===== src/rtl/pipe_skid_buffer_pkg.sv =====
// rtl/pipe_skid_buffer_pkg.sv - shared types and defaults for the pipeline skid buffer
//
// Contents:
//   skid_state_t : occupancy of the buffer (EMPTY / ONE / TWO words held)
//   XLEN         : default payload width
package pipe_pkg;

    typedef enum logic [1:0] {
        SKID_EMPTY,
        SKID_ONE,
        SKID_TWO
    } skid_state_t;

    localparam int XLEN = 32;

endpackage


===== src/rtl/pipe_skid_buffer_if.sv =====
// rtl/pipe_skid_buffer_if.sv - valid/ready handshake bundle for the pipeline skid buffer
//
// Signals:
//   in_valid  / in_ready  / in_data  : upstream stage -> buffer
//   out_valid / out_ready / out_data : buffer -> downstream stage
// Modports:
//   slave  : the buffer side (consumes in_*, produces out_*)
//   master : the environment side (drives in_* and out_ready)
interface pipe_skid_buffer_if
    import pipe_pkg::*;
#(
    parameter int WIDTH = XLEN
) ();

    logic             in_valid;
    logic             in_ready;
    logic [WIDTH-1:0] in_data;
    logic             out_valid;
    logic             out_ready;
    logic [WIDTH-1:0] out_data;

    modport slave (
        input  in_valid,
        input  in_data,
        input  out_ready,
        output in_ready,
        output out_valid,
        output out_data
    );

    modport master (
        output in_valid,
        output in_data,
        output out_ready,
        input  in_ready,
        input  out_valid,
        input  out_data
    );

endinterface


===== src/rtl/pipe_skid_buffer_data_reg.sv =====
// rtl/pipe_skid_buffer_data_reg.sv - WIDTH-bit data register with load enable
//
// Ports:
//   clk     : rising-edge clock
//   reset_n : asynchronous active-low reset, clears q to 0
//   load    : capture d on the next rising edge
//   d       : data in
//   q       : registered data out
module pipe_data_reg
    import pipe_pkg::*;
#(
    parameter int WIDTH = XLEN
) (
    input  logic             clk,
    input  logic             reset_n,
    input  logic             load,
    input  logic [WIDTH-1:0] d,
    output logic [WIDTH-1:0] q
);

    always_ff @(posedge clk or negedge reset_n) begin
        if (!reset_n) begin
            q <= '0;
        end else if (load) begin
            q <= d;
        end
    end

endmodule


===== src/rtl/pipe_skid_buffer.sv =====
// rtl/pipe_skid_buffer.sv - two-entry elastic pipeline register with registered in_ready
//
// Ports:
//   clk     : rising-edge clock
//   reset_n : asynchronous active-low reset, empties the buffer immediately
//   flush   : synchronous flush, empties the buffer on the next edge (wins over push/pop)
//   bus     : handshake bundle (slave side): in_valid/in_ready/in_data, out_valid/out_ready/out_data
//
// The main register always feeds out_data; the skid register catches the one word
// that can arrive while the downstream stalls, because in_ready is only updated a
// cycle later.
module pipe_skid_buffer
    import pipe_pkg::*;
#(
    parameter int WIDTH = XLEN
) (
    input  logic                      clk,
    input  logic                      reset_n,
    input  logic                      flush,
    pipe_skid_buffer_if.slave         bus
);

    skid_state_t      state_q;
    skid_state_t      state_d;
    logic             push;
    logic             pop;
    logic             main_load;
    logic             skid_load;
    logic             main_sel_skid;
    logic [WIDTH-1:0] main_d;
    logic [WIDTH-1:0] main_q;
    logic [WIDTH-1:0] skid_q;

    // Both handshake outputs decode the state flops only, so out_ready never
    // reaches in_ready combinationally and an async reset shows up at once.
    assign bus.in_ready  = (state_q != SKID_TWO);
    assign bus.out_valid = (state_q != SKID_EMPTY);
    assign bus.out_data  = main_q;

    assign push = bus.in_valid & bus.in_ready;
    assign pop  = bus.out_valid & bus.out_ready;

    always_ff @(posedge clk or negedge reset_n) begin
        if (!reset_n) begin
            state_q <= SKID_EMPTY;
        end else begin
            state_q <= state_d;
        end
    end

    always_comb begin
        state_d       = state_q;
        main_load     = 1'b0;
        skid_load     = 1'b0;
        main_sel_skid = 1'b0;

        if (flush) begin
            // Data registers keep their stale contents; only occupancy is dropped.
            state_d = SKID_EMPTY;
        end else begin
            case (state_q)
                SKID_EMPTY: begin
                    if (push) begin
                        state_d   = SKID_ONE;
                        main_load = 1'b1;
                    end
                end
                SKID_ONE: begin
                    if (push && pop) begin
                        main_load = 1'b1;
                    end else if (push) begin
                        state_d   = SKID_TWO;
                        skid_load = 1'b1;
                    end else if (pop) begin
                        state_d = SKID_EMPTY;
                    end
                end
                SKID_TWO: begin
                    // in_ready is low here, so only a pop can happen.
                    if (pop) begin
                        state_d       = SKID_ONE;
                        main_load     = 1'b1;
                        main_sel_skid = 1'b1;
                    end
                end
                default: begin
                    state_d = SKID_EMPTY;
                end
            endcase
        end
    end

    assign main_d = main_sel_skid ? skid_q : bus.in_data;

    pipe_data_reg #(.WIDTH(WIDTH)) u_main (
        .clk     (clk),
        .reset_n (reset_n),
        .load    (main_load),
        .d       (main_d),
        .q       (main_q)
    );

    pipe_data_reg #(.WIDTH(WIDTH)) u_skid (
        .clk     (clk),
        .reset_n (reset_n),
        .load    (skid_load),
        .d       (bus.in_data),
        .q       (skid_q)
    );

endmodule

===== src/flat_wrapper.sv =====
// flat-port wrapper written by rule: the top's interface ports become plain ports
module pipe_skid_buffer_flat import pipe_pkg::*;
#(
    parameter int WIDTH = XLEN
)
  (clk, reset_n, flush, bus_in_valid, bus_in_data, bus_out_ready, bus_in_ready, bus_out_valid, bus_out_data);
  pipe_skid_buffer_if #(.WIDTH(WIDTH)) bus_i ();
  input  logic clk;
  input  logic reset_n;
  input  logic flush;
  input wire logic [$bits(bus_i.in_valid)-1:0] bus_in_valid;
  input wire logic [$bits(bus_i.in_data)-1:0] bus_in_data;
  input wire logic [$bits(bus_i.out_ready)-1:0] bus_out_ready;
  output wire logic [$bits(bus_i.in_ready)-1:0] bus_in_ready;
  output wire logic [$bits(bus_i.out_valid)-1:0] bus_out_valid;
  output wire logic [$bits(bus_i.out_data)-1:0] bus_out_data;
  assign bus_i.in_valid = bus_in_valid;
  assign bus_i.in_data = bus_in_data;
  assign bus_i.out_ready = bus_out_ready;
  assign bus_in_ready = bus_i.in_ready;
  assign bus_out_valid = bus_i.out_valid;
  assign bus_out_data = bus_i.out_data;
  pipe_skid_buffer #(.WIDTH(WIDTH)) u_core (.clk(clk), .reset_n(reset_n), .flush(flush), .bus(bus_i));
endmodule

===== config.mk =====
export PLATFORM = sky130hd
export DESIGN_NAME = pipe_skid_buffer_flat
export DESIGN_NICKNAME = d
export VERILOG_FILES = /design/src/rtl/pipe_skid_buffer_pkg.sv /design/src/rtl/pipe_skid_buffer_if.sv /design/src/rtl/pipe_skid_buffer_data_reg.sv /design/src/rtl/pipe_skid_buffer.sv /design/src/flat_wrapper.sv
export SDC_FILE = /design/constraint.sdc
export NUM_CORES = 1
export LEC_CHECK = 0
export BUFFER_PORTS_ARGS = -buffer_cell sky130_fd_sc_hd__buf_2
export CAP_MARGIN = 10
export CORE_AREA = 2 2 64 96
export DETAILED_ROUTE_END_ITERATION = 16
export DIE_AREA = 0 0 66 98
export PLACE_DENSITY_LB_ADDON = 0.3
export RECOVER_POWER = 100
export SLEW_MARGIN = 5
export SYNTH_ARGS = -nofsm -noshare
export SYNTH_HDL_FRONTEND = slang
export SYNTH_SLANG_ARGS = --single-unit

===== constraint.sdc =====
create_clock -name clk -period 2.4 [get_ports clk]
set_input_delay 0.12 -clock clk [delete_from_list [all_inputs] [get_ports clk]]
set_output_delay 0.12 -clock clk [all_outputs]
set_load 0.03 [all_outputs]

; Yosys cells after proc, flatten, opt, wreduce, memory -nomap -nowiden
; Cells that the tools add are included.
[word_totals]
wordCells = 34
inputBits = 37
out_inout_bits = 34
register_bits = 66
[op_classes]
bitwise = 2
n_eq_ne = 7
reduce_logical = 4
n_mux = 18
[op_table]
columns = operator, n
row1 = 32-bit two-way mux, 1
row2 = 2-bit two-way mux, 6
row3 = 1-bit two-way mux, 9
row4 = 3-bit by 2-bit != test with 1-bit output (second input constant), 2
row5 = 2-bit case mux with 3 select lines, 1
row6 = 4-bit by 2-bit != test with 1-bit output (second input constant), 1
row7 = 4-bit AND reduction, 1
row8 = 3-bit != test (second input constant), 1
row9 = 1-bit case mux with 3 select lines, 1
row10 = 1-bit AND, 2
row11 = 2-bit by 1-bit equality test with 1-bit output (second input constant), 1
row12 = 2-bit equality test (second input constant), 1
row13 = 2-bit logical NOT, 1
row14 = 2-bit != test (second input constant), 1
row15 = 2-bit nonzero test, 1
row16 = 1-bit logical AND, 1

; Depth between registers and ports, before layout
; Gate-level depths: netlist of the first run.
[logic_depth]
word_depth = 7
mapped_depth = 6
depth_no_buf = 5

; By module
; A second synthesis of the first run with hierarchy kept.
[unflattened]
hier_cells = 186
area_unflattened_um2 = 3228.1
[modules_own_cells]
columns = mod, area_each_um2, instances, seq_area_each_um2, cells_per_inst
row1 = pipe_data_reg, 1345.0, 2, 800.8, 68
row2 = pipe_skid_buffer, 538.0, 1, 50.0, 50

; Worst setup path before layout of the first run
; No wires, ideal clock.
[synth_path]
path_type = register to register
start = reg u_core.state_q[0]
end = reg u_core.u_main.q[13]
path_buffers = 1
setup_ns = 0.128
path_slack_ns = 0.482
synth_period_minus_slack_ns = 1.918
arrival_time_ns = 1.791
t_required_ns = 2.272
stages_incl_launch_ff = 7
cell_sequence = dfrtp_1 nor2b_2 inv_2 nor3b_4 buf_6 mux2_2 mux2_1
[synth_between]
elab_chain_cells = 6
elab_cells_between_ends = 16
classes_between = eq/ne: 3 / mux: 8 / bitwise: 2 / reduce/logical: 3
[synth_rtl]
columns = element, line
row1 = start: declaration, pipe_skid_buffer.sv:23  ; skid_state_t state_q;
row2 = start signal: assignment, pipe_skid_buffer.sv:47  ; state_q <= state_d;
row3 = 2-bit != test (*), pipe_skid_buffer.sv:36  ; assign bus.in_ready = (state_q != SKID_TWO);
row4 = net bus_in_ready, flat_wrapper.sv:14  ; output wire logic [$bits(bus_i.in_ready)-1:0] bus_in_ready;
row5 = 1-bit AND (*), pipe_skid_buffer.sv:40  ; assign push = bus.in_valid & bus.in_ready;
row6 = 1-bit logical AND, pipe_skid_buffer.sv:69  ; if (push && pop) begin
row7 = 1-bit two-way mux, pipe_skid_buffer.sv:69
row8 = 1-bit case mux with 3 select lines (*), pipe_skid_buffer.sv:61  ; case (state_q)
row9 = 1-bit two-way mux (*), pipe_skid_buffer.sv:57  ; if (flush) begin
row10 = end signal: assignment, pipe_skid_buffer_data_reg.sv:23  ; q <= '0;
row11 = end signal: assignment, pipe_skid_buffer_data_reg.sv:25  ; q <= d;
row12 = end: declaration, pipe_skid_buffer_data_reg.sv:18  ; output logic [WIDTH-1:0] q
; The timed path passes the listed nets; every way through them passes the cells marked *.
; A chain may end at the register's enable or synchronous reset.

; Final worst setup path of the first run
[layout_path]
start = reg u_core.state_q[1]
end = reg u_core.u_skid.q[10]
[layout_between]
elab_chain_cells = 6
elab_cells_between_ends = 10
classes_between = eq/ne: 2 / mux: 4 / bitwise: 2 / reduce/logical: 2
[layout_rtl]
columns = element, line
row1 = 2-bit != test or 2-bit nonzero test (tied branches), "pipe_skid_buffer.sv:36, pipe_skid_buffer.sv:37"
row2 = 1-bit AND (on tied branches), "pipe_skid_buffer.sv:40, pipe_skid_buffer.sv:41"
row3 = 1-bit two-way mux or 1-bit logical AND (tied branches), "pipe_skid_buffer.sv:71, pipe_skid_buffer.sv:69"
row4 = 1-bit two-way mux, pipe_skid_buffer.sv:69
row5 = 1-bit two-way mux (*), pipe_skid_buffer.sv:61
row6 = 1-bit two-way mux (*), pipe_skid_buffer.sv:57
row7 = end signal: assignment, pipe_skid_buffer_data_reg.sv:23
row8 = end signal: assignment, pipe_skid_buffer_data_reg.sv:25
row9 = end: declaration, pipe_skid_buffer_data_reg.sv:18
; Mark *: on every way between the ends. The rest lies on a longest branch, timed or not.

==> metrics.md, run 1 <==
| Metric | Value |
|---|---|
| CTS Root Cell | clkbuf_8 |
| # fillers | 487 |
| Setup TNS | 0 ps |
| Final Skew | between 5 and 6 ps |
| Initial Util | about half |
| Gate Count Post-Synth | 187 |
| WL final | 5149 µm |
| Max FO, Critical Path | 18 |
| Core Area | 5700 µm² |
| Maximum clock insertion buffer count | 2 |
| First-pass GRT wire length | 8321 µm |
| Most frequent cells in the layout | mux2_2, dfrtp_1, clkbuf_1 |
| Largest net degree at the start of global routing | 33 |
| Crit Path Class | flop to flop |
| Worst EP required | 2610 ps |
| Slew Limit Fails | 0 |
| Vias in the first global route | approximately 1900 |
| Max_slew headroom | between 20% and 30% |
| Worst-path cell chain | and2b_1 -> nand3_1 -> clkbuf_1 -> mux2_2 |
| Worst-Skew Late Latency | 330 ps |
| Maximum VDD drop | 0.0004642 V |
| Routed wire per std cell | 14.92 µm |
| Mapped cell area | a little under 3000 µm² |
| DRC | 0 |
| Via Count | between 1500 and 2000 |
| PwrDens | 898.6 nW/µm² |
| Die area | 6468 µm² |
| Delay-heaviest family, CP | buffers and inverters |
| Fmax | 484.5 MHz |
| Worst path buffer plus inverter count | 1 |
| Worst setup SP type | flop |
| Synthesized flop and latch total | 66 |
| Place WS | 481.9 ps |
| Post-synth cell types | 18 |
| GRT Total Usage | 17.05% |
| Ant diodes | 0 |
| DP Wirelength | 3697 µm |
| Die extent in y | 98 µm |
| Transition time of the tightest slew-check pin | 1053 ps |
| Vias per inst | 5.168 |
| P_leak | 0.001528 µW |
| Max stage delay cell, worst path | clkbuf_1 |
| GPL Wtd Cong | 0.7419 |
| RSZ-0062 raised after global routing | false |
| CTS clock-pin slew for the worst setup and hold paths | ~70 ps |
| Post-CTS setup buffers | 0 |
| Syn Nets | 224 |
| Remaining Overflow, GRT | 0 |
| Final setup margin | 336.2 ps |
| Initial antenna violation count | 0 |
| Fin. Hold Viols | 0 |
| Io pins | just over 70 |
| Critical Path AT | around 2300 ps |
| Total CTS buffers | 9 |
| Die X | 66 µm |
| Clock sink count | 66 |
| HP Class | primary input to flop |
| Nets | roughly 310 |
| Setup crit end kind | flop |
| Number of max-cap violations | 0 |
| CTS tree | done |
| # setup viols final | 0 |
| Multi-input logic area | 1180 µm² |
| Area grow syn2layout | 20.57% |
| Status | finished clean |
| Syn_area_per_cell | 15.52 µm² |
| Layout cell share with drive strength beyond 1 | 55.31% |
| Fin crit share | 85.99% |
| Synth warn | 0 |
| 1st-iter DRT viols | 71 |
| Sequential Area | 1652 µm² |
| Number of buffers added on ports | 70 |
| CP max stage delay | 790 ps |
| Sequential area share after synthesis | 56.92% |
| H-tree level count | 3 |
| Leading cell type in the layout, fill and taps excluded | mux2_2 |
| Row count | 34 |
| Tmin final | 2064 ps |
| Pre-Repair DR Iteration Count | 5 |
| Antenna Violating Nets Remaining | 0 |
## worst paths after layout
| check | to | cells after the start | startpoint | slack (ps) |
|---|---|---|---|---|
| max in group asynchronous | u_core.u_skid.q[4]$_DFFE_PN0P_ | 3 | reset_n | 770 |
| hold reg to reg | u_core.u_skid.q[14]$_DFFE_PN0P_ | 1 | u_core.u_skid.q[14]$_DFFE_PN0P_ | 500 |
| setup reg to reg | u_core.u_skid.q[10]$_DFFE_PN0P_ | 4 | u_core.state_q[1]$_DFFE_PN0P_ | 340 |
| hold / removal | u_core.state_q[1]$_DFFE_PN0P_ | 2 | bus_out_ready | 4 |
| setup / recovery | u_core.u_skid.q[10]$_DFFE_PN0P_ | 4 | u_core.state_q[1]$_DFFE_PN0P_ | 340 |
| min in group asynchronous | u_core.u_skid.q[15]$_DFFE_PN0P_ | 2 | reset_n | 390 |
## final cells by class
cell class | count | share of cell area (%)
clock buffer | 12 | 4.435
tap | 72 | 2.575
timing repair buffer | 79 | 10.52
clock inverter | 4 | 1.431
sequential | 66 | 47.21
inverter | 1 | 0.1073
multi-input combinational | 111 | 33.73
## per-stage QoR
step           instances  util (%)  power, µW  area (µm²)  hold slack, ps
3_3_place_gp         328     58.76       2236        3349           42.90
2_1_floorplan        187         -       2015        2902          -175.6
3_5_place_dp         328     58.76       2268        3349           38.18
5_1_grt              345     61.37       3304        3498          0.2362
4_1_cts              345     62.53       3217        3565           7.332
6_report             345     61.37       3144        3498           3.528
## Yosys cell counts
| master | number | area, µm² |
|---|---|---|
| and2b_1 | 1 | 7.510 |
| a21oi_1 | 2 | 10.01 |
| nor3_1 | 1 | 5.000 |
| nor2b_2 | 1 | 8.760 |
| o21ai_1 | 1 | 5.000 |
| buf_6 | 3 | 33.78 |
| o21a_1 | 1 | 7.510 |
| mux2_1 | 5 | 56.30 |
| dfrtp_1 | 66 | 1652 |
| nor3b_4 | 1 | 18.77 |
| inv_2 | 1 | 3.750 |
| buf_2 | 6 | 30.03 |
| mux2i_1 | 1 | 10.01 |
| nand2b_1 | 1 | 6.260 |
| nand3_1 | 1 | 5.000 |
| nor2_1 | 3 | 11.26 |
| mux2_2 | 91 | 1025 |
| or2_2 | 1 | 6.260 |
## logic make-up (layout without fill, tap and decap cells)
| group | count (synthesis) | in the layout | share of synthesized area (%) |
|---|---|---|---|
| AND/OR/NAND/NOR | 10 | 10 | 2.372 |
| flip-flops | 66 | 66 | 56.92 |
| AO/OA/AOI/OAI | 4 | 4 | 0.7761 |
| buffers and inverters | 10 | 96 | 2.328 |
| multiplexers | 97 | 97 | 37.60 |
## state kept, by name, indices dropped and copies added (netlist names)
register and count:
u_core.u_skid.q 32, u_core.u_main.q 32, u_core.state_q 2
## per-layer routing
| layer | part of all wire [%] | track usage [%] | vias up |
|---|---|---|---|
| li1 | - | - | 833 |
| met1 | 41 | 18.73 | 899 |
| met2 | 52 | 28.98 | 46 |
| met3 | 5.7 | 5.184 | 5 |
| met4 | 1.4 | 8.948 | 0 |
| met5 | 0 | 0 | - |
## power breakdown
| group | internal, µW | switching [µW] | total (µW) |
|---|---|---|---|
| clock network | 535 | 406 | 941 |
| logic | 301 | 403 | 704 |
| registers | 1370 | 124 | 1500 |
## what timing repair did
action | CTS | global route
gates resized for setup | 0 | 0
hold buffers | 1 | 0
endpoints found under the hold margin | 13 | 0
Power figures use the tool's default switching activity.
==> run 2: changes to the inputs <==
- CORE_AREA: 2 2 64 96 -> 2 2 67 101
- DIE_AREA: 0 0 66 98 -> 0 0 69 103
- clock period: 2.4 -> 1.8 ns (I/O delays scaled with it)
==> run 2 against run 1 <==
The run now ends with setup timing left; maximum frequency is 13% higher; sequential power up 35%; cell count grew 13%; global-route usage is 0.94 points higher; via count grew 9.8%; count of clock-buffer cells in the layout decreased by 3; die area grew 9.9%; worst hold slack better by 9.2 ps; largest power group unchanged.
==> metrics.md, run 2 (same netlist as run 1, synthesis figures left out) <==
| Metric | Value |
|---|---|
| Final setup margin | -29.23 ps (-365.4 ps) |
| First-pass GRT wire length | 9839 µm (+18%) |
| Remaining Overflow, GRT | 0 (unchanged) |
| Post-placement cell area | 3460 µm² (+3.3%) |
| Max FO, Critical Path | 7 (-11) |
| R2R depth | 7 (+3) |
| CTS clock-pin slew for the worst setup and hold paths | 80 ps (about the same) |
| Nets | 345 (+13%) |
| Initial antenna violation count | 0 (unchanged) |
| Die area | 7107 µm² (+9.9%) |
| Largest net degree at the start of global routing | 67 (+100%) |
| Die X | 69 µm (+4.5%) |
| Setup crit end kind | flop |
| Maximum VDD drop | 0.0009657 V (+110%) |
| Setup TNS | -134.0 ps (-134.0 ps) |
| Hold path depth | 2 (unchanged) |
| Failing checks | setup timing |
| Regs by FF count | u_core.u_main.q (32), u_core.u_skid.q (32), u_core.state_q (2) |
| Placed Cells | 334 (+1.8%) |
| Most frequent cells in the layout | dfrtp_1, mux2_2, mux2_4 |
| P_leak | 0.001920 µW (+26%) |
| Clock sink count | 66 (unchanged) |
| H-tree level count | 3 (unchanged) |
| Area grow syn2layout | 45.97% |
| Fin. Hold Viols | 0 (unchanged) |
| 1st-iter DRT viols | 55 (-23%) |
| Max_slew headroom | 41.40% (+12 points) |
| HP Class | primary input to flop |
| CTS tree | done |
| Critical Path AT | 2060 ps (-220 ps) |
| CTS Root Cell | clkbuf_8 |
| PwrDens | 1063 nW/µm² (+18%) |
| WL final | 6589 µm (+28%) |
| Maximum clock insertion buffer count | 2 (unchanged) |
| Worst setup SP type | flop |
| Die extent in y | 103 µm (+5.1%) |
| Fmax | 546.7 MHz (+13%) |
| Via Count | 1957 (+9.8%) |
| Initial Util | 46.01% (-4.9 points) |
| Transition time of the tightest slew-check pin | 879.0 ps (-174.3 ps) |
| Place WS | -23.27 ps (-505.1 ps) |
| Number of max-cap violations | 0 (unchanged) |
| Total CTS buffers | 9 (unchanged) |
| RSZ-0062 raised after global routing | true |
| Core Area | 6306 µm² (+11%) |
| Crit Path Class | flop to flop |
| Layout Cells excl Fill | 389 (+13%) |
| Tmin final | 1829 ps (-234.6 ps) |
| Layout cell share with drive strength beyond 1 | 55.91% (+0.60 points) |
| Worst r2r src | u_core.state_q[0]$_DFFE_PN0P_ |
| Hold Path End | u_core.u_skid.q[13]$_DFFE_PN0P_ |
| Hold Startpoint | bus_in_data[13] |
| Worst-Skew Late Latency | 330 ps (about the same) |
| Number of buffers added on ports | 70 (unchanged) |
| Status | complete, but fails checks |
| R2r setup slk | -30 ps (-370 ps) |
| Total power | 4503 µW (+43%) |
| Fin crit share | 101.6% (+16 points) |
| GRT Total Usage | 17.99% (+0.94 points) |
| GPL Wtd Cong | 0.6608 (-11%) |
| Leading cell type in the layout, fill and taps excluded | dfrtp_1 |
| DP Wirelength | 3626 µm (-1.9%) |
| Ant diodes | 0 (unchanged) |
| Routed wire per std cell | 16.94 µm (+13%) |
| Worst EP required | 2030 ps (-580 ps) |
| Vias per inst | 5.031 (-2.7%) |
| Reg-to-Reg End | u_core.u_main.q[18]$_DFFE_PN0P_ |
| Row count | 36 (+5.9%) |
| Cell area after layout | 4235 µm² (+21%) |
| DRC | 0 (unchanged) |
| Io pins | 71 (unchanged) |
| Antenna Violating Nets Remaining | 0 (unchanged) |
| Vias in the first global route | 2057 (+9.8%) |
| # setup viols final | 13 (+13) |
| Final Skew | 7.575 ps (+2.506 ps) |
| Pre-Repair DR Iteration Count | 4 (-1) |
| Slew Limit Fails | 0 (unchanged) |
run 2: cell types whose count changed in the layout (fill, tap and decap cells not counted), moves of 4 or more:
cell	change
mux2_2	-36
mux2_1	-4
buf_12	+4
dlygate4sd3_1	+27
mux2_4	+40
run 2: final cells by class:
type / instances / area, µm²
timing repair buffer: 119 / 898.4
inverter: 1 / 3.754
clock buffer: 9 / 123.9
sequential: 66 / 1652
clock inverter: 7 / 93.84
fill: 505 / 2071
tap: 76 / 95.09
multi-input combinational: 111 / 1369
run 2: worst max path at each step:
stage               slack, ps                     startpoint  cells past startpoint                              end
detailed placement        -20  u_core.state_q[0]$_DFFE_PN0P_                      6  u_core.u_main.q[31]$_DFFE_PN0P_
global route             -100  u_core.state_q[0]$_DFFE_PN0P_                      7   u_core.u_main.q[9]$_DFFE_PN0P_
global placement           10  u_core.state_q[1]$_DFFE_PN0P_                      6  u_core.u_main.q[20]$_DFFE_PN0P_
finish                    -30  u_core.state_q[0]$_DFFE_PN0P_                      7  u_core.u_main.q[18]$_DFFE_PN0P_
floorplan                 -70  u_core.state_q[0]$_DFFE_PN0P_                      6  u_core.u_main.q[10]$_DFFE_PN0P_
CTS                       -20  u_core.state_q[1]$_DFFE_PN0P_                      6  u_core.u_main.q[17]$_DFFE_PN0P_
run 2: layer usage:
metal | wire length [µm] | global-route usage, % | vias up
met5 | 0 | 0 | -
met4 | 52 | 7.240 | 0
met3 | 214 | 4.106 | 5
met2 | 3652 | 33.73 | 47
met1 | 2671 | 19.66 | 990
li1 | - | - | 915
run 2: critical path, stage by stage, from the launching register on:
cell	delay, ps
dfrtp_1	410
nor2b_4	130
inv_2	60
nor3b_4	170
buf_6	190
clkbuf_16	180
mux2_2	320
mux2_2	260
run 2: where the power goes:
part	switching [µW]	internal (µW)
clock	573	776
sequential	185	1830
combinational	582	553
total	1340	3160
run 2: through the flow:
stage | util (%) | hold WS [ps]
6_report | 67.16 | 12.73
3_5_place_dp | 54.86 | 134.6
3_3_place_gp | 54.86 | 137.4
2_1_floorplan | - | -205.6
5_1_grt | 67.16 | 3.544
4_1_cts | 64.72 | 1.147
run 2: what timing repair did:
item,in CTS,in global routing
gates resized for setup,11,33
hold endpoints to repair,92,1
hold buffers,27,1
pin swaps,2,2
setup buffers,5,1
cloned,2,3
setup endpoints to repair,29,32
==> run 3: changes to the inputs <==
- REMOVE_ABC_BUFFERS: unset -> 1
==> run 3 against run 2 <==
The flow still finishes with violations (setup timing); critical path depth is the same; global-route usage shrank 0.96 points; sequential cell count is the same; power shrank 8.8%; sequential power is essentially flat; cell count shrank 1.0%; non-clock buffer count shrank 4; maximum frequency grew 1.3%; design area shrank 5.6%; worst hold slack gained 6.7 ps; clock power shrank 22%; via count shrank 0.51%; critical endpoint is now u_core.u_main.q[2]$_DFFE_PN0P_.
==> metrics.md, run 3 (same netlist as run 1, synthesis figures left out) <==
| Metric | Value |
|---|---|
| Io pins | 71 (unchanged) |
| Most frequent cells in the layout | mux2_2, dfrtp_1, clkbuf_1, buf_2, dlygate4sd3_1 |
| GPL Wtd Cong | 0.7222 (+9.3%) |
| Transition time of the tightest slew-check pin | 885.6 ps (+6.625 ps) |
| Largest net degree at the start of global routing | 67 (unchanged) |
| Total CTS buffers | 9 (unchanged) |
| Status | complete, but fails checks |
| Regs by FF count | u_core.u_main.q (32), u_core.u_skid.q (32), u_core.state_q (2) |
| Reg-to-Reg End | u_core.u_main.q[2]$_DFFE_PN0P_ |
| Die extent in y | 103 µm (unchanged) |
| Hold WS | 19.44 ps (+6.705 ps) |
| Ant diodes | 0 (unchanged) |
| Total power | 4105 µW (-8.8%) |
| Leading cell type in the layout, fill and taps excluded | mux2_2 |
| Worst setup SP type | flop |
| First-pass GRT wire length | 9177 µm (-6.7%) |
| Worst r2r src | u_core.state_q[0]$_DFFE_PN0P_ |
| R2r setup slk | -5 ps (+20 ps) |
| GRT Total Usage | 17.02% (-0.96 points) |
| P_leak | 0.001780 µW (-7.3%) |
| # setup viols final | 6 (-7) |
| DP Wirelength | 3514 µm (-3.1%) |
| Number of max-cap violations | 0 (unchanged) |
| Vias per inst | 5.057 (+0.52%) |
| CP max stage delay | 410 ps (about the same) |
| CTS tree | done |
| Failing checks | setup timing |
| Remaining Overflow, GRT | 0 (unchanged) |
| Max FO, Critical Path | 9 (+2) |
| HP Class | primary input to flop |
| DRC | 0 (unchanged) |
| Pre-Repair DR Iteration Count | 4 (unchanged) |
| RSZ-0062 raised after global routing | true |
| Initial antenna violation count | 0 (unchanged) |
| Worst-path cell chain | nor2b_4 -> inv_2 -> nor3b_4 -> buf_6 -> buf_16 -> mux2_1 -> mux2_2 |
| Crit Path Class | flop to flop |
| Final setup margin | -5.410 ps (+23.82 ps) |
| Fmax | 553.9 MHz (+1.3%) |
| Maximum VDD drop | 0.0007042 V (-27%) |
| Worst-Skew Late Latency | 340 ps (about the same) |
| Hold path depth | 2 (unchanged) |
| Row count | 36 (unchanged) |
| Hold Path End | u_core.u_skid.q[0]$_DFFE_PN0P_ |
| Die area | 7107 µm² (unchanged) |
| Max stage delay cell, worst path | dfrtp_1 |
| Number of buffers added on ports | 70 (unchanged) |
| Routed wire per std cell | 14.71 µm (-13%) |
| Maximum clock insertion buffer count | 2 (unchanged) |
| Fin crit share | 100.3% (-1.3 points) |
| Cell area after layout | 3998 µm² (-5.6%) |
| CTS clock-pin slew for the worst setup and hold paths | 60 ps (-20 ps) |
| Slew Limit Fails | 0 (unchanged) |
| Worst EP required | 2020 ps (about the same) |
| Fin. Hold Viols | 0 (unchanged) |
| H-tree level count | 3 (unchanged) |
| Tmin final | 1805 ps (-23.82 ps) |
| Area grow syn2layout | 37.77% |
| Clock sink count | 66 (unchanged) |
| Hold Startpoint | bus_in_data[0] |
| Initial Util | 46.01% (unchanged) |
| Worst path buffer plus inverter count | 3 (unchanged) |
| Final Skew | 5.918 ps (-1.657 ps) |
| Setup crit end kind | flop |
| Delay-heaviest family, CP | multiplexers |
| Antenna Violating Nets Remaining | 0 (unchanged) |
| R2R depth | 7 (unchanged) |
| Critical Path AT | 2020 ps (-40 ps) |
| Die X | 69 µm (unchanged) |
| Max_slew headroom | 40.96% (-0.44 points) |
| WL final | 5664 µm (-14%) |
| Vias in the first global route | 1916 (-6.9%) |
| Post-placement cell area | 3430 µm² (-0.87%) |
| PwrDens | 1027 nW/µm² (-3.4%) |
| Via Count | 1947 (-0.51%) |
| Layout cell share with drive strength beyond 1 | 51.78% (-4.1 points) |
| Nets | 341 (-1.2%) |
| Core Area | 6306 µm² (unchanged) |
| 1st-iter DRT viols | 92 (+67%) |
| CTS Root Cell | clkbuf_8 |
## run 3: cell types whose count changed in the layout (fill, tap and decap cells not counted), moves of 2 or more
cell           previous run  this run
buf_4                     6         3
buf_6                     3         1
bufinv_16                 2         0
clkbuf_1                 35        37
clkbuf_16                 3         1
clkinvlp_4                2         0
dlygate4sd3_1            28        31
mux2_1                    1         4
mux2_2                   55        72
mux2_4                   40        20
## run 3: metal layers
layer | up-vias | part of all wire (%) | routed length [µm] | global-route usage [%]
li1 | 910 | - | - | -
met1 | 988 | 45 | 2524 | 21.36
met2 | 42 | 50 | 2830 | 26.85
met3 | 7 | 3.8 | 215 | 4.888
met4 | 0 | 1.6 | 93 | 9.201
met5 | - | 0 | 0 | 0
## run 3: what timing repair did
item                       in CTS  in global routing
hold endpoints to repair       95                  1
pin swaps                       1                  0
resized for setup               4                 19
buffers inserted                3                  0
cloned                          1                  1
setup endpoints to repair      32                 32
hold buffers                   30                  1
## run 3: layout make-up
class	count	area, µm²
clock inverters	3	15.01
well taps	76	95.09
flip-flops and latches	66	1652
clock buffers	13	148.9
repair buffers	115	809.5
multi-input cells	111	1274
inverters	1	3.754
fillers	524	2308
## run 3: stage by stage
stage	setup slack, ps	std cells	utilization (%)	setup TNS, ps
detailed placement	-80.70	333	54.38	-1786
floorplan	-1027	178	-	-40060
global route	-100.3	385	63.39	-2402
CTS	-14.49	383	62.72	-73.85
finish	-5.410	385	63.39	-18.34
global placement	-51.10	333	54.38	-922.6
## run 3: report_power, final
| part | switching [µW] | internal [µW] |
|---|---|---|
| clock | 520 | 532 |
| combinational | 556 | 491 |
| sequential | 171 | 1830 |
| total | 1250 | 2860 |
## run 3: worst max-delay path by stage
stage,depth (start not counted),startpoint,to
2_1_floorplan,4,u_core.state_q[1]$_DFFE_PN0P_,u_core.u_main.q[0]$_DFFE_PN0P_
3_3_place_gp,6,u_core.state_q[0]$_DFFE_PN0P_,u_core.u_main.q[8]$_DFFE_PN0P_
3_5_place_dp,6,u_core.state_q[0]$_DFFE_PN0P_,u_core.u_main.q[20]$_DFFE_PN0P_
4_1_cts,7,u_core.state_q[0]$_DFFE_PN0P_,u_core.u_main.q[23]$_DFFE_PN0P_
5_1_grt,7,u_core.state_q[0]$_DFFE_PN0P_,u_core.u_main.q[16]$_DFFE_PN0P_
6_report,7,u_core.state_q[0]$_DFFE_PN0P_,u_core.u_main.q[2]$_DFFE_PN0P_
## run 3: worst register-to-register path, stage by stage, from the launching register on
cell and delay [ps]:
dfrtp_1 410, nor2b_4 140, inv_2 50, nor3b_4 190
buf_6 170, buf_16 140, mux2_1 320, mux2_2 260
